==> config.mk <==
export PLATFORM = sky130hd
export DESIGN_NAME = mult_div_unit
export DESIGN_NICKNAME = d
export VERILOG_FILES = /design/src/rtl/mult_div_unit.sv
export SDC_FILE = /design/constraint.sdc
export NUM_CORES = 1
export LEC_CHECK = 0
export BUFFER_PORTS_ARGS = -buffer_cell sky130_fd_sc_hd__buf_2
export CAP_MARGIN = 30
export CORE_ASPECT_RATIO = 1.25
export CORE_MARGIN = 1.5
export CORE_UTILIZATION = 60
export DETAILED_ROUTE_END_ITERATION = 8
export PLACE_DENSITY = 0.89
export SYNTH_ARGS = -nofsm -noshare
export SYNTH_HDL_FRONTEND = slang
export SYNTH_SLANG_ARGS = --single-unit
==> constraint.sdc <==
create_clock -name clk -period 6.3 [get_ports clk]
set_clock_uncertainty 0.05 [all_clocks]
set_input_delay 0.63 -clock clk [delete_from_list [all_inputs] [get_ports clk]]
set_output_delay 0.63 -clock clk [all_outputs]
set_load 0.05 [all_outputs]
==> src/rtl/mult_div_unit.sv <==
// Multicycle signed multiply (radix-2 Booth) and divide (restoring) engine.
// Owns HI/LO; sequenced by a small FSM started from IDLE by one-cycle pulses.
module mult_div_unit (
  input  logic        clk,
  input  logic        reset,
  input  logic        MultCtrl,
  input  logic        DivCtrl,
  input  logic [31:0] A,
  input  logic [31:0] B,
  output logic [31:0] HI,
  output logic [31:0] LO,
  output logic        busy,
  output logic        done,
  output logic        DivZero
);

  localparam logic [2:0] S_IDLE     = 3'd0;
  localparam logic [2:0] S_MULT_RUN = 3'd1;
  localparam logic [2:0] S_DIV_RUN  = 3'd2;
  localparam logic [2:0] S_DIV_FIX  = 3'd3;
  localparam logic [2:0] S_DONE     = 3'd4;

  logic [2:0]  state_q, state_d;
  logic [31:0] hi_q, hi_d, lo_q, lo_d;
  logic [64:0] acc_q, acc_d;
  logic        qm1_q, qm1_d;
  logic [31:0] mcand_q, mcand_d;
  logic [31:0] rem_q, rem_d, quo_q, quo_d, dvsr_q, dvsr_d;
  logic        sign_q_q, sign_q_d, sign_r_q, sign_r_d;
  logic        dz_q, dz_d;
  logic [4:0]  cnt_q, cnt_d;

  logic [32:0] upper_sum;
  logic [64:0] booth_acc;
  logic [32:0] rem_shift, rem_diff;
  logic [31:0] a_mag, b_mag;

  always_comb begin
    // Upper part is 33 bits so that subtracting -2^31 cannot overflow.
    case ({acc_q[0], qm1_q})
      2'b01:   upper_sum = acc_q[64:32] + {mcand_q[31], mcand_q};
      2'b10:   upper_sum = acc_q[64:32] - {mcand_q[31], mcand_q};
      default: upper_sum = acc_q[64:32];
    endcase
    booth_acc = {upper_sum[32], upper_sum, acc_q[31:1]};
    rem_shift = {rem_q, quo_q[31]};
    rem_diff  = rem_shift - {1'b0, dvsr_q};
    a_mag     = A[31] ? -A : A;
    b_mag     = B[31] ? -B : B;
  end

  always_comb begin
    state_d  = state_q;
    hi_d     = hi_q;
    lo_d     = lo_q;
    acc_d    = acc_q;
    qm1_d    = qm1_q;
    mcand_d  = mcand_q;
    rem_d    = rem_q;
    quo_d    = quo_q;
    dvsr_d   = dvsr_q;
    sign_q_d = sign_q_q;
    sign_r_d = sign_r_q;
    dz_d     = dz_q;
    cnt_d    = cnt_q;
    case (state_q)
      S_IDLE: begin
        if (MultCtrl) begin
          mcand_d = A;
          acc_d   = {33'd0, B};
          qm1_d   = 1'b0;
          cnt_d   = 5'd0;
          dz_d    = 1'b0;
          state_d = S_MULT_RUN;
        end else if (DivCtrl) begin
          if (B == 32'd0) begin
            dz_d    = 1'b1;
            state_d = S_DONE;
          end else begin
            quo_d    = a_mag;
            dvsr_d   = b_mag;
            sign_q_d = A[31] ^ B[31];
            sign_r_d = A[31];
            rem_d    = 32'd0;
            cnt_d    = 5'd0;
            dz_d     = 1'b0;
            state_d  = S_DIV_RUN;
          end
        end
      end
      S_MULT_RUN: begin
        acc_d = booth_acc;
        qm1_d = acc_q[0];
        cnt_d = cnt_q + 5'd1;
        if (cnt_q == 5'd31) begin
          hi_d    = booth_acc[63:32];
          lo_d    = booth_acc[31:0];
          state_d = S_DONE;
        end
      end
      S_DIV_RUN: begin
        // A negative trial difference means restore, i.e. keep the shifted value.
        if (!rem_diff[32]) begin
          rem_d = rem_diff[31:0];
          quo_d = {quo_q[30:0], 1'b1};
        end else begin
          rem_d = rem_shift[31:0];
          quo_d = {quo_q[30:0], 1'b0};
        end
        cnt_d = cnt_q + 5'd1;
        if (cnt_q == 5'd31) state_d = S_DIV_FIX;
      end
      S_DIV_FIX: begin
        lo_d    = sign_q_q ? -quo_q : quo_q;
        hi_d    = sign_r_q ? -rem_q : rem_q;
        dz_d    = 1'b0;
        state_d = S_DONE;
      end
      S_DONE:  state_d = S_IDLE;
      default: state_d = S_IDLE;
    endcase
  end

  always_ff @(posedge clk or negedge reset) begin
    if (!reset) begin
      state_q  <= S_IDLE;
      hi_q     <= 32'd0;
      lo_q     <= 32'd0;
      acc_q    <= 65'd0;
      qm1_q    <= 1'b0;
      mcand_q  <= 32'd0;
      rem_q    <= 32'd0;
      quo_q    <= 32'd0;
      dvsr_q   <= 32'd0;
      sign_q_q <= 1'b0;
      sign_r_q <= 1'b0;
      dz_q     <= 1'b0;
      cnt_q    <= 5'd0;
    end else begin
      state_q  <= state_d;
      hi_q     <= hi_d;
      lo_q     <= lo_d;
      acc_q    <= acc_d;
      qm1_q    <= qm1_d;
      mcand_q  <= mcand_d;
      rem_q    <= rem_d;
      quo_q    <= quo_d;
      dvsr_q   <= dvsr_d;
      sign_q_q <= sign_q_d;
      sign_r_q <= sign_r_d;
      dz_q     <= dz_d;
      cnt_q    <= cnt_d;
    end
  end

  assign HI      = hi_q;
  assign LO      = lo_q;
  assign busy    = (state_q == S_MULT_RUN) || (state_q == S_DIV_RUN) || (state_q == S_DIV_FIX);
  assign done    = (state_q == S_DONE);
  assign DivZero = dz_q && (state_q == S_DONE);

endmodule

Word level (Yosys, flattened, before mapping) --
Index checks and enable logic that the tools add are counted.
Word-level totals: bits in registers 269, bits in latches 0, bits in writable memories 0, ROM bits 0, bits of input ports 68, memories 0
Cells by class: add/subtract/negate cells 8, multipliers 0, div/mod/pow operators 0, magnitude comparators 0, equal/unequal tests 15, shifts and indexed selects 0, multiplexer cells 37, bitwise gates (word level) 3, reductions and logical operators 19
Operator list (number):
- 32-bit 2-to-1 mux | 13
- 32-bit one-hot mux with 2 select lines | 4
- 65-bit one-hot mux with 2 select lines | 1
- 32-bit negator | 4
- 33-bit one-hot mux with 2 select lines | 1
- 65-bit 2-to-1 mux | 1
- 33-bit adder | 1
- 33-bit by 32-bit subtractor with 33-bit output | 1
- 33-bit subtractor | 1
- 32-bit zero test | 1
- 3-bit 2-to-1 mux | 5
- 5-bit 2-to-1 mux | 3
- 2-bit inequality test (second input constant) | 6
- 3-bit one-hot mux with 4 select lines | 1
- 5-bit one-hot mux with 2 select lines | 1
- 2-bit nonzero test | 5
- 2-bit AND reduction | 4
- 4-bit AND reduction | 2
- 3-bit by 2-bit equality test with 1-bit output (second input constant) | 2
- 3-bit inequality test (second input constant) | 2
- 3-bit AND reduction | 2
- 5-bit by 1-bit adder with 5-bit output (second input constant) | 1
- 5-bit equality test (second input constant) | 1
- 1-bit 2-to-1 mux | 5
- other kinds (11) | 14

Longest topological paths before layout --
depth in word-level cells 6, depth in mapped cells 18, gate-level depth less buffers 17

Worst setup path after synthesis --
No wires, ideal clock.
path kind reg2reg, start reg mcand_q[15], end reg hi_q[28], in the netlist HI[28], library setup time 0.134 ns, data arrival time 4.179 ns, required time 6.116 ns, path slack 1.937 ns, stages on the path, launching flop included 15, path buffers 0, clock period less this slack 4.363 ns, cells stage by stage dfrtp_1 or4_1 or4b_2 nor4_1 nor2_1 xnor2_1 ha_1 inv_1 o21bai_1 a21o_1 a21o_1 a221oi_1 mux2_2 a211oi_1 o22ai_1
On the way: word-level cells in the longest chain between the ends 4, elaborated cells between the ends (all ways) 5, classes of those cells add/sub (2); mux (3)
RTL lines:
- start: declaration | line 27 | logic [31:0] mcand_q, mcand_d;
- start signal: assignment | line 145 | mcand_q <= mcand_d;
- 33-bit subtractor or 33-bit adder (tied branches) | line 42, 41
- 33-bit one-hot mux with 2 select lines (*) | line 40 | case ({acc_q[0], qm1_q})
- 32-bit 2-to-1 mux (*) | line 95 | if (cnt_q == 5'd31) begin
- 32-bit one-hot mux with 2 select lines (*) | line 66 | case (state_q)
- end signal: assignment | line 141 | hi_q <= hi_d;
- end: declaration | line 24 | logic [31:0] hi_q, hi_d, lo_q, lo_d;
Every way passes the cells marked *; elsewhere a longest branch is shown, timed or not. The select of a mux whose other input is x is not followed. A chain may end at the register's enable or synchronous reset.

Final worst setup path --
start reg mcand_q[0], end reg hi_q[28], in the netlist HI[28]
The elaborated chain is that of the path after synthesis.

==> results.md <==
- Post-CTS sizing: 0
- Initial drt markers: 1,888
- Initial antenna violation count: 1
- Gate Count Post-Synth: 2,204
- Startpoint types: flop
- Worst-Margin Slew: 0.980 ns
- Drt total wl: 57,300 um
- Mapped cell area: 18,500 um^2
- Final setup fails: 0
- CTS max path bufs: 3
- Slew Limit Headroom: 33.0%
- Ys async rst share: 100%
- Post-CTS Setup Bufs: 0
- Via density per instance: 6.56
- Syn nets: 2,346
- Hold_buf cts: 0
- Crit end category: flop
- Vias in the first global route: 16,800
- Synth warn: 0
- Crit Path Category: reg2reg
- Skew-Pair Late Insertion Delay: 0.58 ns
- Post-synth cell types: 69
- Final hold violations: 0
- Max_cap viols: 0
- Most common cell after layout, fill and taps aside: nand2_1
- Worst-path clk slew: 0.07 ns
- Pin count of the biggest net entering global routing: 159
- Worst R2R Start: mcand_q[0]$_DFFE_PN0P_
- Die width: 160 um
- Unrepaired setup endpoints after global routing: no
- DIE AREA: 31,900 um^2
- Largest driver fanout on the critical path: 5
- CORE AREA: 30,200 um^2
- Share of the clock period used by the worst path: 85.1%
- Clock sink count: 268
- Row cnt: 71
- DRT antenna net count: 0
- Routability cong.: 0.989
- Drc violations: 0
- R2R setup slack: 0.94 ns
- Seq cells post-synth: 268
- CTS root buf: clkbuf_16
- Setup TNS: 0 ns
- Worst Path Required: 6.69 ns
- Placed wire-length estimate: 41,500 um
- Hold Crit Class: in2async
- Tot GR Track Use: 35.3%
- Ant. Diodes: 0
- Nets: 2,402
- Final Max Slew Viols: 0
- Vias: 17,600
- Crit path arrival time: 5.75 ns
- H-tree levels: 1
- Most frequent cells in the layout: nand2_1, dfrtp_1, o21ai_0
- Drt first pass iters: 7
- EDFF count, synth: 0
- Mean Syn Cell Area: 8.39 um^2
- Period minus WS final: 5.36 ns
- Sequential-to-total area share from yosys stat: 36.2%
- Io pins: 135
- DR WL/cell: 21.4 um
- FMAX: 187 MHz
- Status: completed
- CTS tree: built
- Area Growth Syn to Fin: 10.2%
- PortBufs: 134
- Die height: 199 um
- First-pass GRT wire length: 89,600 um
- Layout cells sized above 1: 11.7%
- Initial Util: 61.3%
- CTS Buf Count: 28
- Fill cell count: 2,337
- Total gr overflow: 0
- Predominant post-synthesis flop cell: dfrtp_1
- CP startpoint: mcand_q[0]$_DFFE_PN0P_
==> synthesized netlist by cell type (6+ instances only) <==
library cell / instances / area [um^2]
or4_1: 19 / 143
o31ai_1: 40 / 300
o21ai_0: 232 / 1160
a21oi_1: 121 / 606
xor2_1: 64 / 561
mux2_2: 36 / 405
a211o_1: 7 / 61.3
buf_2: 6 / 30.0
or3_1: 31 / 194
o21ai_1: 37 / 185
o21a_1: 13 / 97.6
o41ai_1: 19 / 166
mux2i_1: 72 / 721
nand4_1: 10 / 62.6
a221o_1: 6 / 60.1
nor2b_1: 10 / 62.6
and3_1: 18 / 113
nor4_1: 12 / 75.1
o22ai_1: 11 / 68.8
nand3_1: 72 / 360
a21o_1: 36 / 270
or2_2: 9 / 56.3
clkbuf_1: 102 / 383
and2_1: 11 / 68.8
a211oi_1: 18 / 135
a31oi_1: 38 / 238
nand2_1: 296 / 1110
buf_4: 6 / 45.0
nor3_1: 36 / 180
inv_1: 70 / 263
dfrtp_1: 268 / 6710
buf_1: 13 / 48.8
nor2_1: 149 / 559
nand2b_1: 18 / 113
xnor2_1: 131 / 1150
ha_1: 72 / 901
o211ai_1: 13 / 97.6
o21bai_1: 7 / 52.6
==> final cells by class <==
cell class              instances  area [um^2]  area share (%)
clock inverters                19          285            1.40
multi-input cells            1738        11100            54.2
repair buffers                154          867            4.25
flip-flops and latches        268         6710            32.9
inverters                      70          263            1.29
clock buffers                  31          722            3.54
well taps                     401          502            2.46
==> flip-flops by register name, indices dropped and copies added (netlist names) <==
name	cells
rem_q	32
dvsr_q	32
sign_q_q	1
dz_q	1
LO	32
sign_r_q	1
mcand_q	32
quo_q	32
state_q	3
HI	32
cnt_q	5
qm1_q	1
acc_q	64
==> stage by stage <==
step	instances	area (um^2)	utilization [%]	hold slack [ns]	setup slack (ns)
CTS	2679	20400	67.4	0.0842	1.06
finish	2681	20400	67.5	0.0325	0.942
global route	2681	20400	67.5	0.104	0.602
detailed placement	2629	19400	64.1	0.409	1.12
floorplan	2204	18500	-	0.284	1.94
global placement	2628	19300	64.0	0.404	1.31
==> worst max-delay path: stages (launching register included) <==
cell,delay [ns]
dfrtp_1,0.42
inv_1,0.08
ha_1,0.17
nor3b_1,0.49
and2_1,0.26
nor2_1,0.07
xnor2_1,0.24
ha_1,0.32
nand2_1,0.13
nor2_1,0.07
o41a_1,0.38
a2111oi_0,0.85
o21ai_0,0.49
a221oi_1,0.41
mux2_2,0.38
a211oi_1,0.27
o22ai_1,0.12
==> per-layer routing <==
metal  GRT usage [%]  vias to the layer above  part of all wire (%)
met1            43.7                     8438                    38
met3            5.11                      208                   8.0
met2            59.6                      949                    48
met5               0                        -                 0.017
li1                -                     7989                     -
met4            19.7                        2                   5.8
==> worst paths after layout <==
check / endpoint / cells past startpoint
setup / recovery: HI[28]$_DFFE_PN0P_ / 16
hold / removal: mcand_q[13]$_DFFE_PN0P_ / 1
setup reg to reg: HI[28]$_DFFE_PN0P_ / 16
hold reg to reg: dvsr_q[7]$_DFFE_PN0P_ / 2
max in group asynchronous: rem_q[9]$_DFFE_PN0P_ / 2
min in group clk: mcand_q[22]$_DFFE_PN0P_ / 2
==> cell families (layout without fill, tap and decap cells) <==
logic type                 after synthesis  count (layout)  synth area share (%)
and+or+nand+nor                        711             711                  17.7
AOI/OAI and AO/OA                      650             650                  21.4
DFF                                    268             268                  36.2
buffers and inverters                  198             274                  4.22
xor gates and xnor gates               195             195                  9.23
muxes                                  108             108                  6.09
adders and majority gates               74              74                  5.09
Power is left out: the tool's default activity adds up to more than one toggle a clock period on the data nets, which glitch-free logic cannot reach.
